### src/rtl/pp_timer_bank_pkg.sv
// Shared definitions for the pp_timer_bank peripheral.
//  - Register byte offsets for the global block (PRESC, PEND, IE).
//  - Channel stride and per-channel sub-offsets (CTRL, CMP, CNT).
//  - CTRL bit positions and the channel mode encoding.
//  - ch_base(): byte address of channel idx's register window.
package pp_timer_bank_pkg;

  localparam logic [7:0] PRESC_OFS   = 8'h00;
  localparam logic [7:0] PEND_OFS    = 8'h04;
  localparam logic [7:0] IE_OFS      = 8'h08;

  localparam logic [7:0] CH_STRIDE   = 8'h10;
  localparam logic [7:0] CH_CTRL_OFS = 8'h00;
  localparam logic [7:0] CH_CMP_OFS  = 8'h04;
  localparam logic [7:0] CH_CNT_OFS  = 8'h08;

  localparam int CTRL_EN_BIT   = 0;
  localparam int CTRL_MODE_BIT = 1;

  typedef enum logic {
    MODE_ONESHOT  = 1'b0,
    MODE_PERIODIC = 1'b1
  } ch_mode_e;

  // Channel 0 sits one stride above the global registers, so the
  // window of channel idx starts at CH_STRIDE * (idx + 1).
  function automatic logic [7:0] ch_base(input int idx);
    return CH_STRIDE * 8'(idx + 1);
  endfunction

endpackage

### src/rtl/pp_timer_bank_ch.sv
// One compare channel of pp_timer_bank.
// Ports:
//  clk, rst          clock, synchronous active-high reset
//  tick              shared prescaler tick
//  wr_ctrl/cmp/cnt   decoded bus write strobes for this channel
//  wdata             bus write data
//  en, mode          CTRL fields
//  cmp, cnt          compare value and running counter
//  match             combinational pulse in the cycle a match is taken;
//                    the top turns it into the PEND bit at the same edge
module pp_timer_ch
  import pp_timer_bank_pkg::*;
#(
  parameter int CNT_W = 32
) (
  input  logic             clk,
  input  logic             rst,
  input  logic             tick,
  input  logic             wr_ctrl,
  input  logic             wr_cmp,
  input  logic             wr_cnt,
  input  logic [31:0]      wdata,
  output logic             en,
  output logic             mode,
  output logic [CNT_W-1:0] cmp,
  output logic [CNT_W-1:0] cnt,
  output logic             match
);

  logic wr_state;
  logic unused_wdata;

  // A write to CTRL or CNT owns the channel for that cycle: the tick is
  // dropped entirely, including the match it would have produced.
  assign wr_state     = wr_ctrl | wr_cnt;
  assign match        = tick & en & (cnt == cmp) & ~wr_state;
  assign unused_wdata = ^wdata;

  // Channel state. CMP writes are independent of the tick, so a new
  // compare value is only seen by the following tick's comparison.
  always_ff @(posedge clk) begin
    if (rst) begin
      en   <= 1'b0;
      mode <= 1'b0;
      cmp  <= '1;
      cnt  <= '0;
    end else begin
      if (wr_cmp) begin
        cmp <= wdata[CNT_W-1:0];
      end
      if (wr_state) begin
        if (wr_ctrl) begin
          en   <= wdata[CTRL_EN_BIT];
          mode <= wdata[CTRL_MODE_BIT];
          // Enabling a stopped channel restarts it from zero.
          if (wdata[CTRL_EN_BIT] && !en) begin
            cnt <= '0;
          end
        end
        if (wr_cnt) begin
          cnt <= wdata[CNT_W-1:0];
        end
      end else if (tick && en) begin
        if (cnt == cmp) begin
          if (ch_mode_e'(mode) == MODE_PERIODIC) begin
            cnt <= '0;
          end else begin
            en <= 1'b0;
          end
        end else begin
          cnt <= cnt + 1'b1;
        end
      end
    end
  end

endmodule

### src/rtl/pp_timer_bank.sv
// Multi-channel timer peripheral: NUM_CH compare channels sharing one
// programmable prescaler, with W1C pending bits, per-channel interrupt
// enables and one combined interrupt line.
// Ports:
//  clk, rst   clock, synchronous active-high reset
//  addr       register byte offset
//  wr, rd     single-cycle write/read strobes
//  data_in    write data
//  data_out   registered read data (one cycle latency, held between reads)
//  timer      registered OR of (PEND & IE)
//  ch_irq     registered PEND & IE per channel
module pp_timer_bank
  import pp_timer_bank_pkg::*;
#(
  parameter int NUM_CH  = 4,
  parameter int CNT_W   = 32,
  parameter int PRESC_W = 16
) (
  input  logic              clk,
  input  logic              rst,
  input  logic [7:0]        addr,
  input  logic              wr,
  input  logic              rd,
  input  logic [31:0]       data_in,
  output logic [31:0]       data_out,
  output logic              timer,
  output logic [NUM_CH-1:0] ch_irq
);

  logic [PRESC_W-1:0] presc;
  logic [PRESC_W-1:0] pcnt;
  logic               tick;
  logic [NUM_CH-1:0]  pend;
  logic [NUM_CH-1:0]  ie;
  logic [NUM_CH-1:0]  pend_clr;
  logic               wr_presc;
  logic               wr_pend;
  logic               wr_ie;
  logic [NUM_CH-1:0]  wr_ctrl;
  logic [NUM_CH-1:0]  wr_cmp;
  logic [NUM_CH-1:0]  wr_cnt;
  logic [NUM_CH-1:0]  ch_en;
  logic [NUM_CH-1:0]  ch_mode;
  logic [NUM_CH-1:0]  ch_match;
  logic [CNT_W-1:0]   ch_cmp [NUM_CH];
  logic [CNT_W-1:0]   ch_cnt [NUM_CH];
  logic [31:0]        rdata;

  assign wr_presc = wr && (addr == PRESC_OFS);
  assign wr_pend  = wr && (addr == PEND_OFS);
  assign wr_ie    = wr && (addr == IE_OFS);
  assign pend_clr = wr_pend ? data_in[NUM_CH-1:0] : '0;
  assign tick     = (pcnt == presc);

  // Prescaler: counts 0..PRESC and ticks on the terminal count. A PRESC
  // write restarts the count so the first tick lands PRESC+1 cycles later.
  always_ff @(posedge clk) begin
    if (rst) begin
      pcnt <= '0;
    end else if (wr_presc || tick) begin
      pcnt <= '0;
    end else begin
      pcnt <= pcnt + 1'b1;
    end
  end

  // Global registers. In PEND the clear is applied before the set so a
  // match arriving together with a W1C keeps the bit.
  always_ff @(posedge clk) begin
    if (rst) begin
      presc <= '0;
      ie    <= '0;
      pend  <= '0;
    end else begin
      if (wr_presc) begin
        presc <= data_in[PRESC_W-1:0];
      end
      if (wr_ie) begin
        ie <= data_in[NUM_CH-1:0];
      end
      pend <= (pend & ~pend_clr) | ch_match;
    end
  end

  for (genvar g = 0; g < NUM_CH; g++) begin : g_ch
    localparam logic [7:0] BASE = ch_base(g);

    assign wr_ctrl[g] = wr && (addr == BASE + CH_CTRL_OFS);
    assign wr_cmp[g]  = wr && (addr == BASE + CH_CMP_OFS);
    assign wr_cnt[g]  = wr && (addr == BASE + CH_CNT_OFS);

    pp_timer_ch #(
      .CNT_W (CNT_W)
    ) u_ch (
      .clk     (clk),
      .rst     (rst),
      .tick    (tick),
      .wr_ctrl (wr_ctrl[g]),
      .wr_cmp  (wr_cmp[g]),
      .wr_cnt  (wr_cnt[g]),
      .wdata   (data_in),
      .en      (ch_en[g]),
      .mode    (ch_mode[g]),
      .cmp     (ch_cmp[g]),
      .cnt     (ch_cnt[g]),
      .match   (ch_match[g])
    );
  end

  // Read mux over the current (pre-write) register values; anything not
  // decoded reads as zero.
  always_comb begin
    rdata = '0;
    if (addr == PRESC_OFS) begin
      rdata = 32'(presc);
    end else if (addr == PEND_OFS) begin
      rdata = 32'(pend);
    end else if (addr == IE_OFS) begin
      rdata = 32'(ie);
    end
    for (int i = 0; i < NUM_CH; i++) begin
      if (addr == ch_base(i) + CH_CTRL_OFS) begin
        rdata = {30'b0, ch_mode[i], ch_en[i]};
      end else if (addr == ch_base(i) + CH_CMP_OFS) begin
        rdata = 32'(ch_cmp[i]);
      end else if (addr == ch_base(i) + CH_CNT_OFS) begin
        rdata = 32'(ch_cnt[i]);
      end
    end
  end

  // Output registers: read data is captured only on rd and then held;
  // interrupts follow PEND & IE one cycle later.
  always_ff @(posedge clk) begin
    if (rst) begin
      data_out <= '0;
      ch_irq   <= '0;
      timer    <= 1'b0;
    end else begin
      if (rd) begin
        data_out <= rdata;
      end
      ch_irq <= pend & ie;
      timer  <= |(pend & ie);
    end
  end

endmodule

### config.mk
export PLATFORM = sky130hd
export DESIGN_NAME = pp_timer_bank
export DESIGN_NICKNAME = d
export VERILOG_FILES = /design/src/rtl/pp_timer_bank_pkg.sv /design/src/rtl/pp_timer_bank_ch.sv /design/src/rtl/pp_timer_bank.sv
export SDC_FILE = /design/constraint.sdc
export NUM_CORES = 1
export LEC_CHECK = 0
export CORE_MARGIN = 4
export CORE_UTILIZATION = 60
export CTS_CLUSTER_SIZE = 8
export DETAILED_ROUTE_END_ITERATION = 6
export PLACE_DENSITY_LB_ADDON = 0.2
export SETUP_SLACK_MARGIN = 0.02
export SYNTH_ARGS = -nofsm -noshare
export SYNTH_HDL_FRONTEND = slang
export SYNTH_SLANG_ARGS = --single-unit
### constraint.sdc
create_clock -name clk -period 3.7 [get_ports clk]
set_input_delay 0.74 -clock clk [delete_from_list [all_inputs] [get_ports clk]]
set_output_delay 0.74 -clock clk [all_outputs]
set_load 0.05 [all_outputs]
# After elaboration in Yosys (flattened, before gate mapping)

Cells that the tools add are included.

Flip-flop bits (word level): 341
Input port bits: 44
Output and inout port bits: 37

$add $sub $neg: 5
Eq/ne operators: 39
Muxes and demuxes: 64
Bitwise gates (word level): 24
Reductions and logical operators: 51

Operators with widths:

| kind                                                  | number |
|---|---|
| two-way mux 32 bit                                    | 40 |
| adder 32 x 1 -> 32 bit, second input constant         | 4 |
| equality test 32 bit                                  | 4 |
| equality test 8 x 6 -> 1 bit, second input constant   | 6 |
| AND reduction 4 bit                                   | 8 |
| equality test 8 x 5 -> 1 bit, second input constant   | 3 |
| equality test 8 x 7 -> 1 bit, second input constant   | 3 |
| inequality test 3 x 1 -> 1 bit, second input constant | 8 |
| logical AND 1 bit                                     | 23 |
| two-way mux 1 bit                                     | 20 |
| adder 16 x 1 -> 16 bit, second input constant         | 1 |
| equality test 16 bit                                  | 1 |
| two-way mux 16 bit                                    | 1 |
| nonzero test 2 bit                                    | 8 |
| AND 1 bit                                             | 12 |
| two-way mux 4 bit                                     | 3 |
| inequality test 3 x 2 -> 1 bit, second input constant | 4 |
| AND 4 bit                                             | 2 |
| equality test 8 x 3 -> 1 bit, second input constant   | 1 |
| equality test 8 x 4 -> 1 bit, second input constant   | 1 |
| zero test 8 bit                                       | 1 |
| inequality test 2 x 1 -> 1 bit, second input constant | 4 |
| inequality test 2 bit, second input constant          | 4 |
| AND reduction 2 bit                                   | 4 |
| other kinds (8)                                       | 17 |

# Depth between registers and ports, before layout

Depth after elaboration: 16
Depth in mapped cells: 10
Mapped depth without buffers: 8

# By module

From an unflattened synthesis, not the netlist that was laid out.

Cells, all modules: 2493
Area total of the unflattened synthesis: 20205.6 sq um

Modules (own cells, without submodules):

| module        | instances | cells an instance | area each (sq um) | seq. area each (sq um) |
|---|---|---|---|---|
| pp_timer_ch   | 4         | 442               | 3646.0            | 1321.3 |
| pp_timer_bank | 1         | 725               | 5621.6            | 1541.5 |

# Worst setup path after synthesis

OpenSTA, ideal clock, no wires.

Kind: input-to-reg
From: in addr[7]
To: reg g_ch[1].u_ch.cnt[19]
Library setup time: 120 ps
Arrival: 2481 ps
Data required time: 3580 ps
Slack: 1098 ps
Cell stages on the path: 10
Buffers on the path: 4
Path through: clkbuf_2 or4b_1 buf_2 nor2_2 o2111ai_1 o21a_1 buf_4 buf_2 o211ai_1 a21oi_1

Word-level cells in the longest chain between the ends: 5
Elaborated cells on any way between the ends: 12
Those cells by class: eq/ne: 5; mux: 2; bitwise: 1; reduce/logical: 4

RTL lines:

| what                                                                   | RTL line                                 | RTL |
|---|---|---|
| start, declared                                                        | pp_timer_bank.sv:21                      | `input logic [7:0] addr,` |
| equality test 8 x 6 -> 1 bit, on equally long branches                 | pp_timer_bank.sv:88, pp_timer_bank.sv:90 |  |
| logical AND 1 bit, on equally long branches                            | pp_timer_bank.sv:88, pp_timer_bank.sv:90 |  |
| bitwise OR 1 bit                                                       | pp_timer_bank_ch.sv:35                   | `assign wr_state = wr_ctrl \| wr_cnt;` |
| inequality test 3 x 1 -> 1 bit (no line), or another cell as far along | n/a                                      |  |
| AND reduction 4 bit (no line)                                          | n/a                                      |  |
| end signal, assigned                                                   | pp_timer_bank_ch.sv:61                   | `cnt <= wdata[CNT_W-1:0];` |
| end signal, assigned                                                   | pp_timer_bank_ch.sv:71                   | `cnt <= cnt + 1'b1;` |
| end, declared                                                          | pp_timer_bank_ch.sv:26                   | `output logic [CNT_W-1:0] cnt,` |

Several ways; a longest one is shown, not always the timed one.
A chain may end at the register's enable or synchronous reset.

# Worst setup path in the final report

From: in addr[7]
To: reg data_out[19]

Word-level cells in the longest chain between the ends: 13
Elaborated cells on any way between the ends: 24
Those cells by class: eq/ne: 12; mux: 12

RTL lines:

| what                         | RTL line             | RTL |
|---|---|---|
| equality test 8 x 5 -> 1 bit | pp_timer_bank.sv:126 | `end else if (addr == ch_base(i) + CH_CNT_OFS) begin` |
| two-way mux 32 bit           | pp_timer_bank.sv:126 |  |
| two-way mux 32 bit           | pp_timer_bank.sv:124 | `end else if (addr == ch_base(i) + CH_CMP_OFS) begin` |
| two-way mux 32 bit           | pp_timer_bank.sv:122 | `if (addr == ch_base(i) + CH_CTRL_OFS) begin` |
| two-way mux 32 bit           | pp_timer_bank.sv:126 |  |
| two-way mux 32 bit           | pp_timer_bank.sv:124 |  |
| two-way mux 32 bit           | pp_timer_bank.sv:122 |  |
| two-way mux 32 bit           | pp_timer_bank.sv:126 |  |
| two-way mux 32 bit           | pp_timer_bank.sv:124 |  |
| two-way mux 32 bit           | pp_timer_bank.sv:122 |  |
| two-way mux 32 bit           | pp_timer_bank.sv:126 |  |
| two-way mux 32 bit           | pp_timer_bank.sv:124 |  |
| two-way mux 32 bit (*)       | pp_timer_bank.sv:122 |  |
| end signal, assigned         | pp_timer_bank.sv:141 | `data_out <= rdata;` |
| end, declared                | pp_timer_bank.sv:25  | `output logic [31:0] data_out,` |

Mark *: on every way between the ends. The rest lies on a longest branch, timed or not.

==> Implementation_results.wiki <==
{| class="wikitable"
! Metric !! Value
|-
| Worst min-delay path category || reg -> reg
|-
| Die area || 35,500 um^2
|-
| Number of hold violations in the final report || 0
|-
| Number of warnings reported in the yosys synthesis log || 0
|-
| Tightest Pin Transition || 1.02 ns
|-
| Summed instance area of the synthesized netlist || 19,500 um^2
|-
| Post-synthesis sequential element count || 341
|-
| Clk_skew || 0.0116 ns
|-
| Weighted congestion at the end of routability-driven global placement || 1.02
|-
| Wire length reported by the detailed router || 76.6 mm
|-
| Post-synthesis cell type with the largest combined area || dfxtp_1
|-
| Cells along the critical path || clkdlybuf4s50_1 -> or4b_1 -> nor2_2 -> buf_4 -> a221oi_1 -> a31oi_1 -> a21o_1
|-
| Core box area || 31,800 um^2
|-
| Cell types with the largest area share after synthesis || dfxtp_1 35%, nand2_1 8.4%, nand3_1 7.3%
|-
| Fraction of the yosys area taken by sequential cells || 0.350
|-
| Run status || complete, but fails checks
|-
| Inserted Clock Buffers || 48
|-
| Flip-flop cell with the highest count after synthesis || dfxtp_1
|-
| Synth Net Count || 2,655
|-
| Via count of the first global-routing pass || 19,600
|-
| Maximum clock path buffer count || 3
|-
| Clock latency on the worst-skew pair || 0.58 ns
|-
| Layout overhead on the synthesized area || 11.8%
|-
| Clock edge transition at the registers on the reported setup and hold paths || 0.05 ns
|-
| First-iteration detailed-routing DRC count || 3,106
|-
| Proportion of register bits with asynchronous set or reset after synthesis || 0
|-
| Startpoint Class || primary input
|-
| Most frequent cell after synthesis || nand2_1
|-
| Detailed-placement wirelength estimate || 53.9 mm
|-
| Max-slew headroom at the worst pin || 0.318
|-
| Ratio of final minimum period to clock period || 0.839
|-
| Total clock sinks || 341
|-
| Unrepaired setup endpoints after global routing || no
|-
| Number of buffers added on ports || 80
|-
| Violations in the final reports || design-rule violations
|-
| Number of diodes added for antenna fixing || 0
|-
| Achievable frequency || 322 MHz
|-
| Post-layout min period || 3.10 ns
|-
| Pwr per Cell Area || 370 nW/um^2
|-
| First-pass DRT Iterations || 7
|-
| Delay of the slowest cell on the worst path || 0.82 ns
|-
| Remaining global-route overflow || 0
|-
| Clk Tree Root Cell || clkbuf_16
|-
| Critical path peak fanout || 16
|-
| Count of flip-flops with a built-in enable after synthesis || 0
|-
| Crit Path Class || in -> reg
|-
| Fraction of final layout cells with drive strength greater than 1 || 0.0666
|-
| Initial cell density of the core || 0.613
|-
| Critical path data arrival time || 3.64 ns
|-
| Cell at the slowest stage of the critical path || or4b_1
|-
| Clock tree from TritonCTS || done
|-
| Data required, critical path || 4.23 ns
|-
| Setup TNS || 0 ns
|-
| Via count of the routed design || 21,200
|-
| CP top delay family || simple AND/OR/NAND/NOR gates
|-
| Number of distinct standard cells referenced by the synthesized netlist || 79
|-
| Postcts setup bufs || 0
|-
| Sum of buffers and inverters on the critical path || 2
|-
| Final layout net count || 2,601
|-
| Site Rows || 65
|-
| Global-route usage over all layers || 0.418
|-
| Residual DRC || 21
|-
| Most numerous cell types in the synthesized netlist || 438 x nand2_1, 341 x dfxtp_1, 284 x nand3_1
|-
| Total leakage power || 7.43 nW
|-
| Ports placed on the boundary || 81
|-
| Number of hold buffers added after CTS || 0
|-
| Top-area cell type share of the netlist area || 0.350
|-
| Max-Cap Viols || 0
|-
| Max rail drop VDD || 0.000505 V
|-
| Routed wire per std cell || 25.6 um
|-
| Antenna violations before repair || 0
|-
| Number of max-slew violations in the final report || 0
|-
| Setup slack of the worst register-to-register path || 0.74 ns
|-
| Antenna viol nets, final || 0
|-
| Post-Syn Instances || 2,606
|-
| Largest net degree at the start of global routing || 99
|-
| Tightest hold margin || 0.457 ns
|-
| Resized Gates After CTS || 0
|-
| Global-route wire length before repair || 117 mm
|-
| Level count of the clock H-tree || 2
|-
| Kind of end point of the critical path || flop
|-
| Floorplan die width || 188 um
|-
| Setup violators final || 0
|-
| Post-Synthesis Mean Instance Area || 7.48 um^2
|-
| Die extent in y || 188 um
|-
| Average via count per standard cell || 7.11
|}
-- final cells by class --
class,instances,area [um^2]
Clock buffer,49,1230
Clock inverter,3,22.5
Fill cell,2727,9990
Inverter,16,62.6
Multi-Input combinational cell,1990,11500
Sequential cell,341,6830
Tap cell,435,544
Timing Repair Buffer,155,1600
-- layout by cell type, fill, tap and decap left out, types with 17 or more instances in the layout --
cell               n
nand2_1          438
dfxtp_1          341
nand3_1          284
a21oi_1          176
nor2_1           164
xor2_1           149
o21ai_0          105
clkdlybuf4s50_1   78
buf_4             58
a31oi_1           55
a221oi_1          51
clkbuf_16         49
nor4_1            46
nor3_1            45
nand4_1           39
a22oi_1           35
a22o_1            33
xnor2_1           32
o31ai_1           30
a211oi_1          25
and3_1            21
buf_12            19
o221ai_1          18
a21o_1            17
-- worst paths after layout --
kind,cells past startpoint,to,start
max,7,data_out[19],addr[7]
min reg2reg,1,data_out[16],data_out[16]
min,1,data_out[16],data_out[16]
max reg2reg,9,g_ch[0].u_ch.cnt[23],g_ch[0].u_ch.cnt[0]
-- state kept, by name (all words and copies together) (netlist names) --
name            flops
data_out           32
g_ch.u_ch.en        4
g_ch.u_ch.mode      4
g_ch.u_ch.cmp     128
pcnt               16
ie                  4
timer               1
presc              16
g_ch.u_ch.cnt     128
ch_irq              4
pend                4
-- through the flow --
stage / total power [mW] / worst slack [ns] / cell area [um^2] / std cells / util
global placement: 4.14 / 0.169 / 20600 / 2937 / 0.647
finish: 8.06 / 0.595 / 21800 / 2989 / 0.686
detailed placement: 4.14 / 0.171 / 20600 / 2937 / 0.647
global route: 8.19 / 0.555 / 21800 / 2989 / 0.686
floorplan: 3.97 / 1.10 / 19500 / 2606 / -
CTS: 8.03 / 0.758 / 21800 / 2989 / 0.686
-- layer usage --
metal	vias up	global-route usage	part of all wire
met5	-	0	0
met4	0	0.247	0.074
met3	372	0.0787	0.12
met2	1577	0.651	0.44
met1	9999	0.542	0.37
li1	9294	-	-
-- where the power goes --
group,internal (mW),switching [mW],total (mW)
sequential,3.69,0.0110,3.70
clock,2.31,1.66,3.98
combinational,0.102,0.287,0.389
total,6.10,1.96,8.06
-- cell families after synthesis --
logic type,synth area share
AO/OA/AOI/OAI,0.233
XOR/XNOR,0.0813
adder cells (fa/ha/maj),0.00321
buffers and inverters,0.0616
flip-flops,0.350
multiplexers,0.00462
AND/OR/NAND/NOR,0.266
-- worst register-to-register path, cell delays in order, from the launching register on --
cell,delay (ns)
dfxtp_1,0.30
buf_4,0.16
xor2_1,0.22
nor4_1,0.58
nand4_1,0.37
o311a_1,0.45
o21ai_2,0.11
buf_4,0.35
o21ai_0,0.17
a21oi_1,0.17
Note: power is estimated with default switching activity, not from simulation.
